**src/rtl/vpu_writeback_deskew.sv**
```systemverilog
// vpu_writeback_deskew
// Re-aligns the two skewed column streams from the leaky-ReLU stage into
// row words and writes them to the unified buffer at auto-incrementing
// addresses. Each column is buffered in its own small FIFO. A row is formed
// when both columns have an element available.
//
// Ports:
//   clk, rst            clock / asynchronous active-low reset
//   wb_start_in         start pulse; samples wb_base_addr_in / wb_row_count_in
//   wb_valid_N_in/data  column N sample stream (N = 1, 2)
//   wb_ready_in         unified buffer accepts the current row word
//   wb_valid_out        row word valid
//   wb_data_out         {column2, column1}
//   wb_addr_out         write address of the current row word
//   wb_busy_out         job in progress
//   wb_done_out         one-cycle completion pulse
//   wb_overflow_out     sticky: a column sample was dropped
module vpu_writeback_deskew #(
   parameter int DATA_WIDTH = 16,
   parameter int ADDR_WIDTH = 8,
   parameter int DEPTH      = 4
) (
   input  logic                    clk,
   input  logic                    rst,
   input  logic                    wb_start_in,
   input  logic [ADDR_WIDTH-1:0]   wb_base_addr_in,
   input  logic [ADDR_WIDTH-1:0]   wb_row_count_in,
   input  logic                    wb_valid_1_in,
   input  logic [DATA_WIDTH-1:0]   wb_data_1_in,
   input  logic                    wb_valid_2_in,
   input  logic [DATA_WIDTH-1:0]   wb_data_2_in,
   input  logic                    wb_ready_in,
   output logic                    wb_valid_out,
   output logic [2*DATA_WIDTH-1:0] wb_data_out,
   output logic [ADDR_WIDTH-1:0]   wb_addr_out,
   output logic                    wb_busy_out,
   output logic                    wb_done_out,
   output logic                    wb_overflow_out
);

   localparam int PW = $clog2(DEPTH);
   localparam logic [ADDR_WIDTH-1:0] ADDR_ONE = {{(ADDR_WIDTH-1){1'b0}}, 1'b1};
   localparam logic [PW:0]           PTR_ONE  = {{PW{1'b0}}, 1'b1};

   typedef enum logic {ST_IDLE, ST_RUN} state_t;

   state_t                  state_q, state_d;
   logic [ADDR_WIDTH-1:0]   base_q, base_d;
   logic [ADDR_WIDTH-1:0]   count_q, count_d;
   logic [ADDR_WIDTH-1:0]   idx_q, idx_d;
   logic                    valid_q, valid_d;
   logic [2*DATA_WIDTH-1:0] data_q, data_d;
   logic [ADDR_WIDTH-1:0]   addr_q, addr_d;
   logic                    done_q, done_d;
   logic                    ovf_q, ovf_d;

   logic                    run, hs, last, pop, start_run, start_zero, clear;
   logic [1:0]              col_valid, col_avail, col_drop, col_empty, col_full;
   logic [DATA_WIDTH-1:0]   col_data [2];
   logic [DATA_WIDTH-1:0]   col_head [2];

   assign col_valid   = {wb_valid_2_in, wb_valid_1_in};
   assign col_data[0] = wb_data_1_in;
   assign col_data[1] = wb_data_2_in;

   assign run        = (state_q == ST_RUN);
   assign hs         = valid_q & wb_ready_in;
   assign last       = hs & (idx_q == count_q - ADDR_ONE);
   assign start_run  = ~run & wb_start_in & (wb_row_count_in != '0);
   assign start_zero = ~run & wb_start_in & (wb_row_count_in == '0);
   assign clear      = start_run | last;
   // No new pair is taken on the final handshake so the job never emits
   // more than the programmed number of rows.
   assign pop        = run & (&col_avail) & (~valid_q | hs) & ~last;

   // Per-column FIFO. When the FIFO is empty the incoming sample is visible
   // at the head directly, which gives one-cycle latency from the later
   // column's arrival to the row word.
   genvar gi;
   generate
      for (gi = 0; gi < 2; gi++) begin : g_col
         logic [DATA_WIDTH-1:0] mem [DEPTH];
         logic [PW:0]           wptr_q, wptr_d, rptr_q, rptr_d;
         logic                  in_v, bypass, push, pop_fifo;

         assign in_v           = run & col_valid[gi];
         assign col_empty[gi]  = (wptr_q == rptr_q);
         assign col_full[gi]   = (wptr_q[PW] != rptr_q[PW]) &&
                                 (wptr_q[PW-1:0] == rptr_q[PW-1:0]);
         assign col_avail[gi]  = ~col_empty[gi] | in_v;
         assign col_head[gi]   = col_empty[gi] ? col_data[gi] : mem[rptr_q[PW-1:0]];
         assign bypass         = pop & col_empty[gi];
         assign pop_fifo       = pop & ~col_empty[gi];
         assign push           = in_v & ~bypass & (~col_full[gi] | pop);
         assign col_drop[gi]   = in_v & ~bypass & col_full[gi] & ~pop;

         always_comb begin
            wptr_d = wptr_q;
            rptr_d = rptr_q;
            if (clear) begin
               wptr_d = '0;
               rptr_d = '0;
            end else begin
               if (push)     wptr_d = wptr_q + PTR_ONE;
               if (pop_fifo) rptr_d = rptr_q + PTR_ONE;
            end
         end

         always_ff @(posedge clk or negedge rst) begin
            if (!rst) begin
               wptr_q <= '0;
               rptr_q <= '0;
            end else begin
               wptr_q <= wptr_d;
               rptr_q <= rptr_d;
            end
         end

         always_ff @(posedge clk) begin
            if (push) mem[wptr_q[PW-1:0]] <= col_data[gi];
         end
      end
   endgenerate

   // Next-state logic
   always_comb begin
      state_d = state_q;
      case (state_q)
         ST_IDLE: if (start_run) state_d = ST_RUN;
         ST_RUN:  if (last)      state_d = ST_IDLE;
         default: state_d = ST_IDLE;
      endcase
   end

   // Datapath / output next values
   always_comb begin
      base_d  = base_q;
      count_d = count_q;
      idx_d   = idx_q;
      valid_d = valid_q;
      data_d  = data_q;
      addr_d  = addr_q;
      done_d  = last | start_zero;
      ovf_d   = ovf_q;

      if (start_run) begin
         base_d  = wb_base_addr_in;
         count_d = wb_row_count_in;
         idx_d   = '0;
         valid_d = 1'b0;
      end else begin
         if (hs) idx_d = idx_q + ADDR_ONE;
         if (pop) begin
            valid_d = 1'b1;
            data_d  = {col_head[1], col_head[0]};
            // idx_q counts completed handshakes; the word being replaced
            // this cycle is one of them.
            addr_d  = base_q + idx_q + (hs ? ADDR_ONE : '0);
         end else if (hs) begin
            valid_d = 1'b0;
         end
      end

      if (start_run | start_zero) ovf_d = 1'b0;
      else if (|col_drop)         ovf_d = 1'b1;
   end

   always_ff @(posedge clk or negedge rst) begin
      if (!rst) begin
         state_q <= ST_IDLE;
         base_q  <= '0;
         count_q <= '0;
         idx_q   <= '0;
         valid_q <= 1'b0;
         data_q  <= '0;
         addr_q  <= '0;
         done_q  <= 1'b0;
         ovf_q   <= 1'b0;
      end else begin
         state_q <= state_d;
         base_q  <= base_d;
         count_q <= count_d;
         idx_q   <= idx_d;
         valid_q <= valid_d;
         data_q  <= data_d;
         addr_q  <= addr_d;
         done_q  <= done_d;
         ovf_q   <= ovf_d;
      end
   end

   // Output assignments
   always_comb begin
      wb_valid_out    = valid_q;
      wb_data_out     = data_q;
      wb_addr_out     = addr_q;
      wb_busy_out     = run;
      wb_done_out     = done_q;
      wb_overflow_out = ovf_q;
   end

endmodule

```
**config.mk**
```make
export PLATFORM = sky130hd
export DESIGN_NAME = vpu_writeback_deskew
export DESIGN_NICKNAME = d
export VERILOG_FILES = /design/src/rtl/vpu_writeback_deskew.sv
export SDC_FILE = /design/constraint.sdc
export NUM_CORES = 1
export LEC_CHECK = 0
export ABC_CLOCK_PERIOD_IN_PS = 4200
export CAP_MARGIN = 20
export CORE_ASPECT_RATIO = 1.5
export CORE_MARGIN = 4
export CORE_UTILIZATION = 37
export CTS_CLUSTER_DIAMETER = 40
export DETAILED_ROUTE_END_ITERATION = 16
export DONT_BUFFER_PORTS = 1
export HOLD_SLACK_MARGIN = 0.1
export PLACE_DENSITY_LB_ADDON = 0.08
export SYNTH_ARGS = -nofsm -noshare
export SYNTH_HDL_FRONTEND = slang
export SYNTH_SLANG_ARGS = --single-unit
```
**constraint.sdc**
```tcl
create_clock -name clk -period 4.2 [get_ports clk]
set_clock_uncertainty 0.2 [all_clocks]
set_input_delay 0.84 -clock clk [delete_from_list [all_inputs] [get_ports clk]]
set_output_delay 0.84 -clock clk [all_outputs]
set_load 0.03 [all_outputs]
```
# Word-level counts from Yosys, hierarchy flattened
# Memories as Yosys holds them, arrays and structs flattened.
# Index checks and enable logic that the tools add are counted.
# totals
reg_bits	80
mem_count	2
word_cells	110
inputBits	54
output_inout_bits	44
ram_bits	128
# classes
reduce_logical	14
add_sub_neg	8
n_eq_ne	7
bitwise	41
mux	25
# mem_list
name	depth	width	rd	rd_clocked_by_memory_dff	wr	line	rtl
g_col[0].mem	4	16	1	0	1	82	logic [DATA_WIDTH-1:0] mem [DEPTH];
g_col[1].mem	4	16	1	0	1	82	
# op_table
cell	n
$mux 16	2
$mux 3	8
$and 1x1->1	22
$mux 8	2
$add 3x1->3 const B	4
$mux 1	12
$reduce_bool 2->1	6
$not 1->1	11
$add 8x1->8	1
$add 8x1->8 const B	1
$add 8x8->8	1
$eq 8x8->1	1
$logic_not 8->1	1
$or 1x1->1	8
$reduce_bool 8->1	1
$sub 8x1->8 const B	1
$eq 3x3->1	2
$eq 2x2->1	2
$reduce_and 2->1	2
$reduce_bool 3->1	1
$logic_and 1x1->1	2
$ne 1x1->1	2
$pmux 1 s2	1
$reduce_or 2->1	1

# Logic depth before layout (Yosys ltp)
# depth
ltp_word	15
depth_mapped	13
ltp_nobuf	12

# Least setup slack after synthesis
# No wires, ideal clock.
# synth_path
path_type	input to register
from	input port wb_ready_in
to	memory g_col[1].mem[0][0], enable pin
arrival_ps	2863
t_required_ps	3610
setup_ps	390
n_path_buf	1
path_stages	7
slack_ps	747
cell_sequence	and2_1 clkbuf_1 nand4_1 a2111oi_4 a21oi_2 mux2i_2 nor2b_1
# synth_via
elab_chain_len	10
word_cells_on_any_way	13
cone_classes	2 x mux; 11 x bitwise
# synth_rtl
item	line	rtl
start, declared	32	input logic wb_ready_in,
$and 1x1->1 (*)	67	assign hs = valid_q & wb_ready_in;
$or 1x1->1 / $and 1x1->1 (equally long branches)	74, 68	
$and 1x1->1 / $not 1->1 (equally long branches)	74	assign pop = run & (&col_avail) & (~valid_q | hs) & ~last;
$and 1x1->1 (*)	74	
$and 1x1->1	92	assign bypass = pop & col_empty[gi];
$not 1->1	94	assign push = in_v & ~bypass & (~col_full[gi] | pop);
$and 1x1->1	94	
$and 1x1->1 (*)	94	
$mux 1 (*)	120	if (push) mem[wptr_q[PW-1:0]] <= col_data[gi];
$mux 1 (not written as such) (*)	120	
end, declared	82	
# Every way passes the cells marked *; elsewhere a longest branch is shown, timed or not.

# Final worst setup path
# layout_path
from	register count_q[0]
to	memory g_col[1].mem[2][0], enable pin
# layout_via
elab_chain_len	11
word_cells_on_any_way	12
cone_classes	1 x add/sub; 1 x eq/ne; 2 x mux; 8 x bitwise
# layout_rtl
item	line	rtl
start, declared	49	logic [ADDR_WIDTH-1:0] count_q, count_d;
start signal, assigned	182	count_q <= count_d;
$sub 8x1->8 (*)	68	assign last = hs & (idx_q == count_q - ADDR_ONE);
$eq 8x8->1 (*)	68	
$and 1x1->1 (*)	68	
$not 1->1 (*)	74	
$and 1x1->1 (*)	74	
$and 1x1->1	92	
$not 1->1	94	
$and 1x1->1	94	
$and 1x1->1 (*)	94	
$mux 1 (*)	120	
$mux 1 (not written as such) (*)	120	
# Marks and branches as above.

==> flow_summary.ini <==
[worst_setup_path]
required_ns = 4.14
worstPathArrival_ns = 3.15
critPathKind = reg -> reg
end_kind = flop
critPathMaxFanout = 16
start_kind = flop

[timing]
worstMarginPinSlew_ns = 1.00
hold_viol_final = 0
setup_violations = 0
final-max-slew-violation-count = 0
slew_headroom = 0.329
fmax_mhz = 312
fin_crit_sh = 0.763
tns_ns = 0
finalCriticalPeriod_ns = 3.21
grt_setup_unrepaired = no

[grt]
grt_pass1_vias = 5620
grtUsageMet3 = 0.0349
grt_pass1_wl_um = 32800
grt_most_used_layer = met2
grt_use_met1 = 0.182
grtUsageMet2 = 0.292
track_usage = 0.156
antenna_found_initial = 0
overflow = 0
grt_max_degree = 81

[yosys]
ys_async_sr_fraction = 0.385
avgSynthCellArea_um2 = 15.0
seq_area_frac_synth = 0.645
ys.flop_type = edfxtp_1
synth_area_leader_cell = edfxtp_1
synthTopCellsByCount = edfxtp_1 (128), dfrtp_1 (80), o21ai_0 (76)
synthTopCellsByArea = edfxtp_1 (42%), dfrtp_1 (22%), mux4_2 (7.9%), mux2i_1 (4.6%), o21ai_0 (4.2%)
netlist_area_mm2 = 0.00907
yosys.area.top_type_share = 0.424
synth_seq_cells = 208
synth_edf_count = 128
synth.most_common_cell = edfxtp_1
syn_nets = 677
synth_cell_type_count = 52
syn_inst = 603
yosys_warnings = 0

[placed_design]
port_buffers = 0
place_area_mm2 = 0.00949
gp_congestion = 0.771
dpl.hpwl_um = 13800

[power_and_ir_drop]
clkPwrFrac = 0.237
irDropWorstVdd_uv = 416
seq_power_share = 0.418
pwr-share-comb = 0.346
power.leakage_uw = 0.00400
p_sw_frac = 0.386
intPower_uw = 5540
power_uw = 9020
powerDensity_mw_per_mm2 = 870
switchingPower_uw = 3480

[die]
coreArea_mm2 = 0.0239
ioPinCount = 98
rows = 69
dieArea_mm2 = 0.0271
die_w_um = 136
die_h_um = 200
start_util = 0.379

[layout]
area_delta_synth_final_pct = 14.3
stdcell_area_mm2 = 0.0104
antenna_cells = 0
num-fill-cells = 2195
final_nets = 696
drive_above_1_share = 0.197

[clock_network]
clk_pin_slew_worst_paths_ns = 0.06
cts_buffers = 25
htree_levels = 1
clockBufferDepth = 3
ctsHoldBuffers = 2
cts_sinks = 208
insertion_delay_ns = 0.52
cts.repair.resized = 0
cts_root_buffer = clkbuf_16
cts_tree = done
cts_setup_buffers = 0

[drt]
via_per_inst = 5.21
via_count = 4998
routed_wl_um = 20600
post_drt_wl_per_cell_um = 21.4
drtIter0Drc = 240
antenna_left = 0
firstDrtPassIters = 4
drcViolationCount = 0

[hold_path]
hold_path_class = in -> reg

[run_status]
status = finished clean

[job]
cap_violations = 0
cells by family (layout without fill, tap and decap cells):
logic type | count (synthesis) | count (layout) | share of synthesized area
AO/OA/AOI/OAI | 106 | 106 | 0.0697
XOR/XNOR | 29 | 29 | 0.0280
adder cells (fa/ha/maj) | 20 | 20 | 0.0293
multiplexers | 93 | 93 | 0.150
buffers and inverters | 45 | 83 | 0.0219
flip-flops | 208 | 208 | 0.645
AND/OR/NAND/NOR | 102 | 102 | 0.0568
worst paths after layout:
path                                    start             endpoint  slack [ns]  depth (start not counted)
hold reg to reg            g_col[1].rptr_q[2]   g_col[1].rptr_q[2]        0.29                          1
min in group asynchronous                 rst      wb_data_out[28]        0.74                          2
setup / recovery                   count_q[0]   g_col[1].mem[2][0]        0.99                          8
hold / removal               wb_data_2_in[12]  g_col[1].mem[3][12]        0.21                          0
max in group asynchronous                 rst       wb_data_out[7]        2.71                          2
setup reg to reg                   count_q[0]   g_col[1].mem[2][0]        0.99                          8
final cells by class:
| type | count | area (um^2) | share of cell area |
|---|---|---|---|
| sequential | 208 | 5850 | 0.564 |
| clock buffer | 28 | 647 | 0.0624 |
| multi-input combinational | 350 | 3040 | 0.293 |
| clock inverter | 18 | 190 | 0.0183 |
| tap | 319 | 399 | 0.0385 |
| timing repair buffer | 23 | 195 | 0.0188 |
| inverter | 14 | 52.6 | 0.00507 |
through the flow:
| step | worst slack (ns) | instances | hold slack, ns | util |
|---|---|---|---|---|
| after CTS | 0.918 | 960 | 0.180 | 0.434 |
| final | 0.993 | 960 | 0.207 | 0.434 |
| after detailed placement | 0.706 | 912 | 0.286 | 0.397 |
| after global placement | 0.771 | 912 | 0.279 | 0.397 |
| after floorplan | 0.747 | 603 | 0.265 | - |
| after global routing | 0.724 | 960 | 0.175 | 0.434 |
critical path, stage by stage (launching register included):
cell and delay, ns:
dfrtp_1 0.44, inv_1 0.08, ha_1 0.30, xor2_1 0.16
nand4_1 0.15, a2111oi_4 0.28, a21oi_2 0.16, mux2i_2 0.25
nor2b_2 0.82
routing by layer:
metal  up-vias  wire (um)
met3        22       1230
li1       2318          -
met1      2547       7830
met5         -          0
met4         0        276
met2       111      11200
power by group through the flow:
stage	sequential, uW	combinational (uW)	clock, uW
CTS	3790	3220	2200
detailed placement	3820	3180	0
global route	3850	3520	2290
finish	3770	3120	2130
global placement	3800	3110	0
floorplan	3630	2430	0
placed cells by master, fill, tap and decap left out, types with 3 or more instances in the layout:
master      synthesis  final
inv_1              14     14
xnor2_1            14     14
mux4_2             32     32
mux2i_1            42     41
nand4_1             9      9
dfrtp_1            80     80
ha_1               18     18
buf_4               2     21
a21oi_1            10     10
mux2_2             13     13
clkinvlp_4          0      7
mux2_1              5      5
nor2_1             17     16
nand3_1             6      6
nor2b_2             0      3
clkinv_4            0      3
nor3_1              5      5
xor2_1             15     15
nor2b_1             6      3
nand2b_1            6      6
nand2_1            34     34
and2_1              5      5
clkbuf_16           0     25
o21ai_0            76     76
edfxtp_1          128    128
sequential cells by signal, indices dropped and copies added (netlist names):
signal and cells:
wb_addr_out 8, base_q 8, wb_data_out 32, wb_overflow_out 1, wb_busy_out 1, count_q 8, wb_done_out 1, g_col.wptr_q 6
wb_valid_out 1, g_col.mem 128, idx_q 8, g_col.rptr_q 6
(Power assumes the default switching activity.)
